[config.mk]
export PLATFORM = sky130hd
export DESIGN_NAME = id_ex_hazard_register
export DESIGN_NICKNAME = d
export VERILOG_FILES = /design/src/rtl/id_ex_hazard_register.sv
export SDC_FILE = /design/constraint.sdc
export NUM_CORES = 1
export LEC_CHECK = 0
export BUFFER_PORTS_ARGS = -buffer_cell sky130_fd_sc_hd__buf_2
export CAP_MARGIN = 10
export CORE_AREA = 5 5 117 119
export CTS_BUF_LIST = sky130_fd_sc_hd__clkbuf_16
export CTS_CLUSTER_DIAMETER = 100
export DETAILED_ROUTE_END_ITERATION = 8
export DIE_AREA = 0 0 122 124
export PLACE_DENSITY = 0.72
export SLEW_MARGIN = 20
export SYNTH_ARGS = -nofsm -noshare
export SYNTH_HDL_FRONTEND = slang
export SYNTH_SLANG_ARGS = --single-unit
export TNS_END_PERCENT = 100
[constraint.sdc]
create_clock -name clk -period 2.83 [get_ports clk]
set_clock_uncertainty 0.2 [all_clocks]
set_input_delay 0.566 -clock clk [delete_from_list [all_inputs] [get_ports clk]]
set_output_delay 0.566 -clock clk [all_outputs]
set_load 0.1 [all_outputs]
[src/rtl/id_ex_hazard_register.sv]
// ============================================================================
// id_ex_hazard_register
// ----------------------------------------------------------------------------
// ID/EX pipeline register of the 5-stage MIPS core, fused with load-use hazard
// detection. The decoded instruction in ID is captured on each rising clock
// edge and presented to EX one cycle later. The module recognises a load in
// EX whose destination is a source of the instruction in ID. When it sees one,
// it holds PC and IF/ID for one cycle and loads a bubble into EX.
//
// A taken branch/jump (i_flush) squashes the ID instruction into a bubble.
// A downstream stall (i_hold) freezes the whole register and also holds PC and
// IF/ID. The order of precedence is reset > hold > flush > load-use > normal
// capture.
//
// A bubble is all zeros. Its register numbers are $zero and RegWrite is 0, so
// the forwarding unit can never match it.
//
// Optional feature (macro HAZARD_STATS_EN):
//   Adds two free-running 32-bit event counters, o_stall_count and
//   o_flush_count. Both clear on reset and wrap modulo 2^32. With the macro
//   undefined, these ports and counters do not exist.
//
// Ports:
//   clk                  in   pipeline clock, rising edge
//   reset                in   synchronous, active-high reset
//   i_if_id_rs/rt/rd     in   5   register numbers of the ID instruction
//   i_if_id_read_data1/2 in   N   register file read ports
//   i_if_id_imm          in   N   sign-extended immediate
//   i_if_id_pc4          in   N   PC+4 of the ID instruction
//   i_if_id_mem_read     in   1   ID instruction is a load
//   i_if_id_reg_write    in   1   ID instruction writes the register file
//   i_if_id_ctrl         in   CTRL_W  opaque EX/MEM/WB control bits
//   i_flush              in   1   squash the ID instruction
//   i_hold               in   1   freeze the register (downstream stall)
//   o_id_ex_*            out      registered copies of the above
//   o_id_ex_valid        out  1   1 = real instruction, 0 = bubble
//   o_pc_write           out  1   0 = hold PC this cycle
//   o_if_id_write        out  1   0 = hold IF/ID this cycle
//   o_stall_count        out  32  load-use bubbles inserted (HAZARD_STATS_EN)
//   o_flush_count        out  32  flushes taken (HAZARD_STATS_EN)
// ============================================================================
module id_ex_hazard_register #(
    parameter int N      = 32,
    parameter int CTRL_W = 8
) (
    input  logic              clk,
    input  logic              reset,

    input  logic [4:0]        i_if_id_rs,
    input  logic [4:0]        i_if_id_rt,
    input  logic [4:0]        i_if_id_rd,
    input  logic [N-1:0]      i_if_id_read_data1,
    input  logic [N-1:0]      i_if_id_read_data2,
    input  logic [N-1:0]      i_if_id_imm,
    input  logic [N-1:0]      i_if_id_pc4,
    input  logic              i_if_id_mem_read,
    input  logic              i_if_id_reg_write,
    input  logic [CTRL_W-1:0] i_if_id_ctrl,
    input  logic              i_flush,
    input  logic              i_hold,

    output logic [4:0]        o_id_ex_rs,
    output logic [4:0]        o_id_ex_rt,
    output logic [4:0]        o_id_ex_rd,
    output logic [N-1:0]      o_id_ex_read_data1,
    output logic [N-1:0]      o_id_ex_read_data2,
    output logic [N-1:0]      o_id_ex_imm,
    output logic [N-1:0]      o_id_ex_pc4,
    output logic              o_id_ex_mem_read,
    output logic              o_id_ex_reg_write,
    output logic [CTRL_W-1:0] o_id_ex_ctrl,
    output logic              o_id_ex_valid,
    output logic              o_pc_write,
    output logic              o_if_id_write
`ifdef HAZARD_STATS_EN
    ,
    output logic [31:0]       o_stall_count,
    output logic [31:0]       o_flush_count
`endif
);

    // ------------------------------------------------------------------------
    // Stage contents. The register is one packed word, so a bubble is '0 and
    // a capture is a single assignment.
    // ------------------------------------------------------------------------
    typedef struct packed {
        logic [4:0]        rs;
        logic [4:0]        rt;
        logic [4:0]        rd;
        logic [N-1:0]      read_data1;
        logic [N-1:0]      read_data2;
        logic [N-1:0]      imm;
        logic [N-1:0]      pc4;
        logic              mem_read;
        logic              reg_write;
        logic [CTRL_W-1:0] ctrl;
        logic              valid;
    } stage_t;

    localparam stage_t BUBBLE = '0;

    stage_t r_stage;
    stage_t w_id_stage;
    stage_t w_next_stage;
    logic   w_load_use;
    logic   w_rt_nonzero;
    logic   w_src_match;

    // The ID instruction packaged as a valid stage entry.
    always_comb begin
        w_id_stage            = BUBBLE;
        w_id_stage.rs         = i_if_id_rs;
        w_id_stage.rt         = i_if_id_rt;
        w_id_stage.rd         = i_if_id_rd;
        w_id_stage.read_data1 = i_if_id_read_data1;
        w_id_stage.read_data2 = i_if_id_read_data2;
        w_id_stage.imm        = i_if_id_imm;
        w_id_stage.pc4        = i_if_id_pc4;
        w_id_stage.mem_read   = i_if_id_mem_read;
        w_id_stage.reg_write  = i_if_id_reg_write;
        w_id_stage.ctrl       = i_if_id_ctrl;
        w_id_stage.valid      = 1'b1;
    end

    // ------------------------------------------------------------------------
    // Load-use detection: a valid load in EX writes a register that the ID
    // instruction reads. A load to $zero never stalls. That register is
    // hard-wired to 0, so there is nothing to wait for.
    // ------------------------------------------------------------------------
    assign w_rt_nonzero = (r_stage.rt != 5'd0);
    assign w_src_match  = (r_stage.rt == i_if_id_rs) | (r_stage.rt == i_if_id_rt);
    assign w_load_use   = r_stage.mem_read & r_stage.valid & w_rt_nonzero & w_src_match;

    // PC and IF/ID advance only when EX can accept the ID instruction. During
    // reset the front end is left free-running.
    always_comb begin
        o_pc_write    = 1'b1;
        o_if_id_write = 1'b1;
        if (!reset) begin
            o_pc_write    = ~(w_load_use | i_hold);
            o_if_id_write = ~(w_load_use | i_hold);
        end
    end

    // Next stage contents for a clock edge without reset or hold. Flush and
    // load-use both produce one bubble, so checking them together also makes
    // flush dominate when both are present.
    always_comb begin
        // NOTE: every always_comb output gets a default first so that no path
        // leaves it unassigned; an unassigned path would infer a latch.
        w_next_stage = w_id_stage;
        if (i_flush || w_load_use) begin
            w_next_stage = BUBBLE;
        end
    end

    // ------------------------------------------------------------------------
    // Pipeline register. Reset is sampled on the clock edge only.
    // ------------------------------------------------------------------------
    always_ff @(posedge clk) begin
        // NOTE: sequential state uses non-blocking assignments so that every
        // flop samples pre-edge values, independent of block ordering.
        if (reset) begin
            r_stage <= BUBBLE;
        end else if (!i_hold) begin
            r_stage <= w_next_stage;
        end
    end

    assign o_id_ex_rs         = r_stage.rs;
    assign o_id_ex_rt         = r_stage.rt;
    assign o_id_ex_rd         = r_stage.rd;
    assign o_id_ex_read_data1 = r_stage.read_data1;
    assign o_id_ex_read_data2 = r_stage.read_data2;
    assign o_id_ex_imm        = r_stage.imm;
    assign o_id_ex_pc4        = r_stage.pc4;
    assign o_id_ex_mem_read   = r_stage.mem_read;
    assign o_id_ex_reg_write  = r_stage.reg_write;
    assign o_id_ex_ctrl       = r_stage.ctrl;
    assign o_id_ex_valid      = r_stage.valid;

    // ------------------------------------------------------------------------
    // Optional hazard statistics. A stall counts only when its bubble really
    // lands: hold suppresses the bubble, and flush takes precedence over it.
    // ------------------------------------------------------------------------
`ifdef HAZARD_STATS_EN
    logic [31:0] r_stall_count;
    logic [31:0] r_flush_count;

    always_ff @(posedge clk) begin
        if (reset) begin
            r_stall_count <= 32'd0;
            r_flush_count <= 32'd0;
        end else begin
            if (w_load_use && !i_hold && !i_flush) begin
                r_stall_count <= r_stall_count + 32'd1;
            end
            if (i_flush && !i_hold) begin
                r_flush_count <= r_flush_count + 32'd1;
            end
        end
    end

    assign o_stall_count = r_stall_count;
    assign o_flush_count = r_flush_count;
`else
    // Statistics disabled: no counter ports or state.
`endif

endmodule

# Word level (Yosys, flattened, before mapping)
# Index checks and enable logic that the tools add are counted.
[totals]
regBits = 154
inputBits = 157
out_inout_bits = 156
wordCells = 23
[classes]
n_eq_ne = 2
muxes = 2
bitwise = 6
n_reduce_logical = 2
[ops]
columns = ["op", "n"]
rows = [
  ["2-to-1 mux 154 bit", 1],
  ["equality test 5 bit", 2],
  ["nonzero test 5 bit", 1],
  ["AND 1 bit", 3],
  ["OR 1 bit", 2],
  ["logical OR 1 bit", 1],
  ["2-to-1 mux 1 bit", 1],
  ["NOT 1 bit", 1],
]

# Longest topological paths before layout
[logic_depth]
depth_word = 6
ltp_mapped = 7
mapped_depth_nobuf = 5

# Worst setup path before layout
# OpenSTA, ideal clock, no wires.
[synth_path]
path_kind = "reg2out"
startpoint = "reg r_stage (netlist bit o_id_ex_rt[4])"
endpoint = "out o_pc_write"
arrival_time_ps = 3613
required_ps = 2064
path_slack_ps = -1549
path_stages_with_launch = 6
n_path_buf = 1
path_cell_list = "dfxtp_1 > or3_1 > o311a_1 > and2_1 > o21bai_1 > buf_4"
[synth_via]
elab_chain_cells = 6
word_cells_on_any_way = 9
classes_between = "2 x eq/ne; 1 x mux; 5 x bitwise; 1 x reduce/logical"
[synth_lines]
columns = ["element", "line", "rtl"]
rows = [
  ["from (decl)", "102", "stage_t r_stage;"],
  ["from (signal assigned)", "166", "r_stage <= w_next_stage;"],
  ["equality test 5 bit or nonzero test 5 bit (tied branches)", "131, 130", ""],
  ["OR 1 bit or AND 1 bit (tied branches)", "131, 132", ""],
  ["AND 1 bit (*)", "132", "assign w_load_use = r_stage.mem_read & r_stage.valid & w_rt_nonzero & w_src_match;"],
  ["OR 1 bit (*)", "n/a", ""],
  ["NOT 1 bit (*)", "n/a", ""],
  ["2-to-1 mux 1 bit (*)", "n/a", ""],
  ["to (decl)", "73", "output logic o_pc_write,"],
]
# Every way passes the cells marked *; elsewhere a longest branch is shown, timed or not.

# Final worst setup path
[layout_path]
startpoint = "reg r_stage (netlist bit o_id_ex_rt[4])"
endpoint = "out o_pc_write"
[layout_via]
elab_chain_cells = 6
word_cells_on_any_way = 9
classes_between = "2 x eq/ne; 1 x mux; 5 x bitwise; 1 x reduce/logical"
[layout_lines]
columns = ["element", "line", "rtl"]
rows = [
  ["equality test 5 bit or nonzero test 5 bit (tied branches)", "131, 130", ""],
  ["OR 1 bit or AND 1 bit (tied branches)", "131, 132", ""],
  ["AND 1 bit (*)", "132", ""],
  ["OR 1 bit (*)", "140", "o_pc_write = ~(w_load_use | i_hold);"],
  ["NOT 1 bit (*)", "140", ""],
  ["2-to-1 mux 1 bit (*)", "139", "if (!reset) begin"],
]
# Marked as above.

==> results.txt <==
The flow ran to the end, and the final reports show no timing, DRC or antenna violations. The via count of the first global-routing pass is 4262. The share of post-route cells with drive strength above 1 came out at 50.7%.

For this run, design rule violations remaining after detail routing come to 0. The critical path in this run is classified as reg2out. The final design area excluding fillers is 0.00718 mm^2. The placeable core region is 0.0125 mm^2. The synthesized netlist devotes 1.81% of its cell area to XOR and XNOR gates. The arrival time at the worst endpoint is 2.00 ns. Sorting the synthesized cells by area gives the leading types as sky130_fd_sc_hd__dfxtp_1, sky130_fd_sc_hd__a22o_1, sky130_fd_sc_hd__clkbuf_1, sky130_fd_sc_hd__xnor2_1, sky130_fd_sc_hd__nand3b_1. The initial antenna violation count is 0.

During placement, the flow inserted port buffers numbering 312. The flip-flop and latch count after synthesis is 154. Detailed routing inserted a total of 4321 vias. Yosys printed 0 warnings. In this run, placement finished with an instance count of 838. The maximum root-to-sink buffer count is 2. Of the post-synthesis cell area, the dominant cell type holds 63.6%. STA puts the critical path data required time at 2.06 ns.

The peak ir drop on the vdd network is 0.376 mV. The clock buffer count from CTS is 17. In the global route stage, overall resource usage came out at 18.3%. TritonCTS built the clock tree. The leakage power summed over all cells came out at 0.00360 uW. The upper clock frequency limit came out at 0.361 GHz. The floorplan step set the die height to 124 um.

The post-synthesis compound-gate area fraction came out at 28.4%. The wire length of the first global-routing pass is 21.7 mm. The clock latency reported for the late side of the worst-skew pair came out at 0.41 ns. Setup repair after global routing could not meet its margin everywhere. The simple-gate area share of the yosys netlist is 3.15%. After technology mapping, the gate count stands at 386.

The share of synthesized cell area in full adder, half adder and majority cells came out at 0%. The largest net degree at the start of global routing came out at 79. Among all stages on the critical path, the largest delay is contributed by sky130_fd_sc_hd__or3_1. Using the TritonRoute via totals, the vias-per-cell ratio works out to 4.94. The finished layout holds 874 standard cells, fillers aside. The number of cells upsized or downsized after cts came out at 0. The first routing iteration left 234 violations. The power per unit of standard cell area came out at 750 mW/mm^2. Clock-pin slew was measured on the worst setup and hold paths at 0.06 ns.

The clock sink count is 154. The worst slew margin relative to its limit came out at 54.5%. The sequential fraction of the synthesis area is 63.6%. For this run the aggregate overflow at the end of global routing stands at 0. The placer congestion estimate came out at 0.858. The worst setup path is captured at an output port. The mux contribution to synthesized area is 0%. The mean post-synth cell area came out at 12.6 um^2.

The type of the worst min-delay path is in2reg. The critical path goes through or3_1 -> o311a_1 -> and2_4 -> o21bai_4 -> buf_12. For the finished layout, the period the worst path requires is 2.77 ns.

For this run, the slowest stage of the critical path takes 0.36 ns. Together, buffers and inverters on the worst path number 1. Counting every net in the synthesized netlist gives 543. The number of antenna repair diodes came out at 0. The root buffer cell chosen for the clock tree is sky130_fd_sc_hd__clkbuf_16. Setup violations remaining at the end of the flow were counted as 0. The maximum level of the CTS H-tree is 4. The die is 122 um wide. Across the run, the number of max-cap violations was 0. The summed instance area of the synthesized netlist is 0.00484 mm^2. Setup total negative slack on the finished layout was measured at 0 ns. The detail-routed net length per standard cell came out at 16.9 um. The number of cell rows came out at 41.

Among cell families on the critical path, the largest total delay comes from simple AND/OR/NAND/NOR gates. The growth of design area from synthesis to finish is 48.2%. In this run the worst path has a maximum fanout of 2. The final hold violation count came out at 0.

The number of antenna-violating nets in the routed design came out at 0. The iteration count of the initial detailed-routing pass is 6. After layout, the worst path uses 97.9% of the clock period. The final-stage net count is 847. The final count of pins violating max slew is 0. The worst setup path is launched from a flop.

sky130_fd_sc_hd__dfxtp_1 takes more of the synthesized area than any other cell. For the pin with the worst max-slew slack, the measured transition is 0.683 ns. The count of different cell masters after synthesis is 18. The placed instance area is 0.00661 mm^2. The area of the die came out at 0.0151 mm^2. Once the floorplan was initialized, standard cells occupied 38.9% of the core. The I/O pin count is 313. The HPWL reported at the end of detailed placement came out at 10.8 mm. The wire length reported by the detailed router came out at 14.8 mm. After synthesis, the largest family of logic cells by area is compound AO/OA/AOI/OAI gates.
final timing paths:
path | startpoint | end | slack, ns | depth (start not counted)
hold / removal | i_if_id_pc4[28] | o_id_ex_pc4[28] | 0.16 | 2
setup / recovery | o_id_ex_rt[4] | o_pc_write | 0.06 | 5
setup reg to reg | o_id_ex_rt[4] | o_id_ex_imm[24] | 0.29 | 6
hold reg to reg | o_id_ex_imm[9] | o_id_ex_imm[9] | 0.27 | 1
repair_timing:
item | CTS | global route
endpoints found under the hold margin | 0 | 0
hold buffers | 0 | 0
setup endpoints to repair | 2 | 2
pin swaps | 2 | 2
setup buffers | 2 | 3
per-layer routing:
layer  vias to the layer above  wire length, um  track usage, %
met4                         0              309            8.26
met3                        27             1220            6.40
met2                       200             7590            30.8
met1                      2013             5690            21.1
met5                         -                0               0
li1                       2081                -               -
cells in the mapped netlist (all sizes together):
| library cell | n |
|---|---|
| dfxtp | 154 |
| a22o | 143 |
| clkbuf | 28 |
| nand2 | 12 |
| o22ai | 11 |
| nand3b | 10 |
| xnor2 | 10 |
| buf | 8 |
| nand3 | 2 |
| a2111oi | 1 |
| a21o | 1 |
| and2 | 1 |
| nor2 | 1 |
| nor2b | 1 |
| o21bai | 1 |
| o311a | 1 |
| or3 | 1 |
cell families after synthesis:
group,after synthesis
buffers and inverters,36
xor gates and xnor gates,10
AOI/OAI and AO/OA,158
DFF,154
and+or+nand+nor,28
sequential cells by signal (all words and copies together), names as in the netlist:
register,cells
o_id_ex_pc4,32
o_id_ex_read_data1,32
o_id_ex_rd,5
o_id_ex_rt,5
o_id_ex_reg_write,1
o_id_ex_mem_read,1
o_id_ex_rs,5
o_id_ex_imm,32
o_id_ex_read_data2,32
o_id_ex_ctrl,8
o_id_ex_valid,1
cells in the final DEF, fill, tap and decap left out:
| master | n |
|---|---|
| sky130_fd_sc_hd__bufinv_16 | 1 |
| sky130_fd_sc_hd__nand3b_1 | 10 |
| sky130_fd_sc_hd__clkinv_4 | 2 |
| sky130_fd_sc_hd__xnor2_1 | 10 |
| sky130_fd_sc_hd__clkinvlp_4 | 3 |
| sky130_fd_sc_hd__o311a_1 | 1 |
| sky130_fd_sc_hd__inv_4 | 1 |
| sky130_fd_sc_hd__inv_1 | 2 |
| sky130_fd_sc_hd__a22o_1 | 143 |
| sky130_fd_sc_hd__dfxtp_2 | 2 |
| sky130_fd_sc_hd__buf_12 | 5 |
| sky130_fd_sc_hd__nand2_1 | 12 |
| sky130_fd_sc_hd__a2111oi_4 | 1 |
| sky130_fd_sc_hd__nor2_1 | 1 |
| sky130_fd_sc_hd__o22ai_1 | 11 |
| sky130_fd_sc_hd__dfxtp_1 | 149 |
| sky130_fd_sc_hd__a21o_1 | 1 |
| sky130_fd_sc_hd__clkinv_1 | 3 |
| sky130_fd_sc_hd__clkbuf_16 | 17 |
| sky130_fd_sc_hd__o21bai_4 | 1 |
| sky130_fd_sc_hd__buf_2 | 310 |
| sky130_fd_sc_hd__nand3_1 | 2 |
| sky130_fd_sc_hd__or3_1 | 1 |
| sky130_fd_sc_hd__dfxtp_4 | 3 |
| sky130_fd_sc_hd__buf_4 | 6 |
| sky130_fd_sc_hd__inv_6 | 1 |
| sky130_fd_sc_hd__clkinv_2 | 1 |
| sky130_fd_sc_hd__nor2b_4 | 1 |
| sky130_fd_sc_hd__and2_4 | 1 |
layout make-up:
type                    instances  area, um^2
well taps                     172         215
clock inverters                14         109
clock buffers                  17         425
multi-input cells             196        1640
fillers                      1065        5290
flip-flops and latches        154        3100
repair buffers                321        1700
per-stage QoR:
stage	utilization (%)	setup slack, ns	hold WS (ns)	total power [uW]
after floorplan	-	-0.102	0.444	3140
final	57.6	0.0594	0.163	5380
after global placement	53.0	0.268	0.250	3370
after detailed placement	53.0	0.264	0.251	3380
after global routing	57.6	-0.0566	0.145	5560
after CTS	57.4	0.00919	0.141	5430
power by group:
group / switching (uW) / leakage [uW] / internal [uW] / total, uW
Sequential: 48.0 / 0.00126 / 2250 / 2300
Clock: 855 / 0.000261 / 1190 / 2040
Combinational: 809 / 0.00208 / 228 / 1040
No activity file was read; power rests on OpenSTA's default activity.
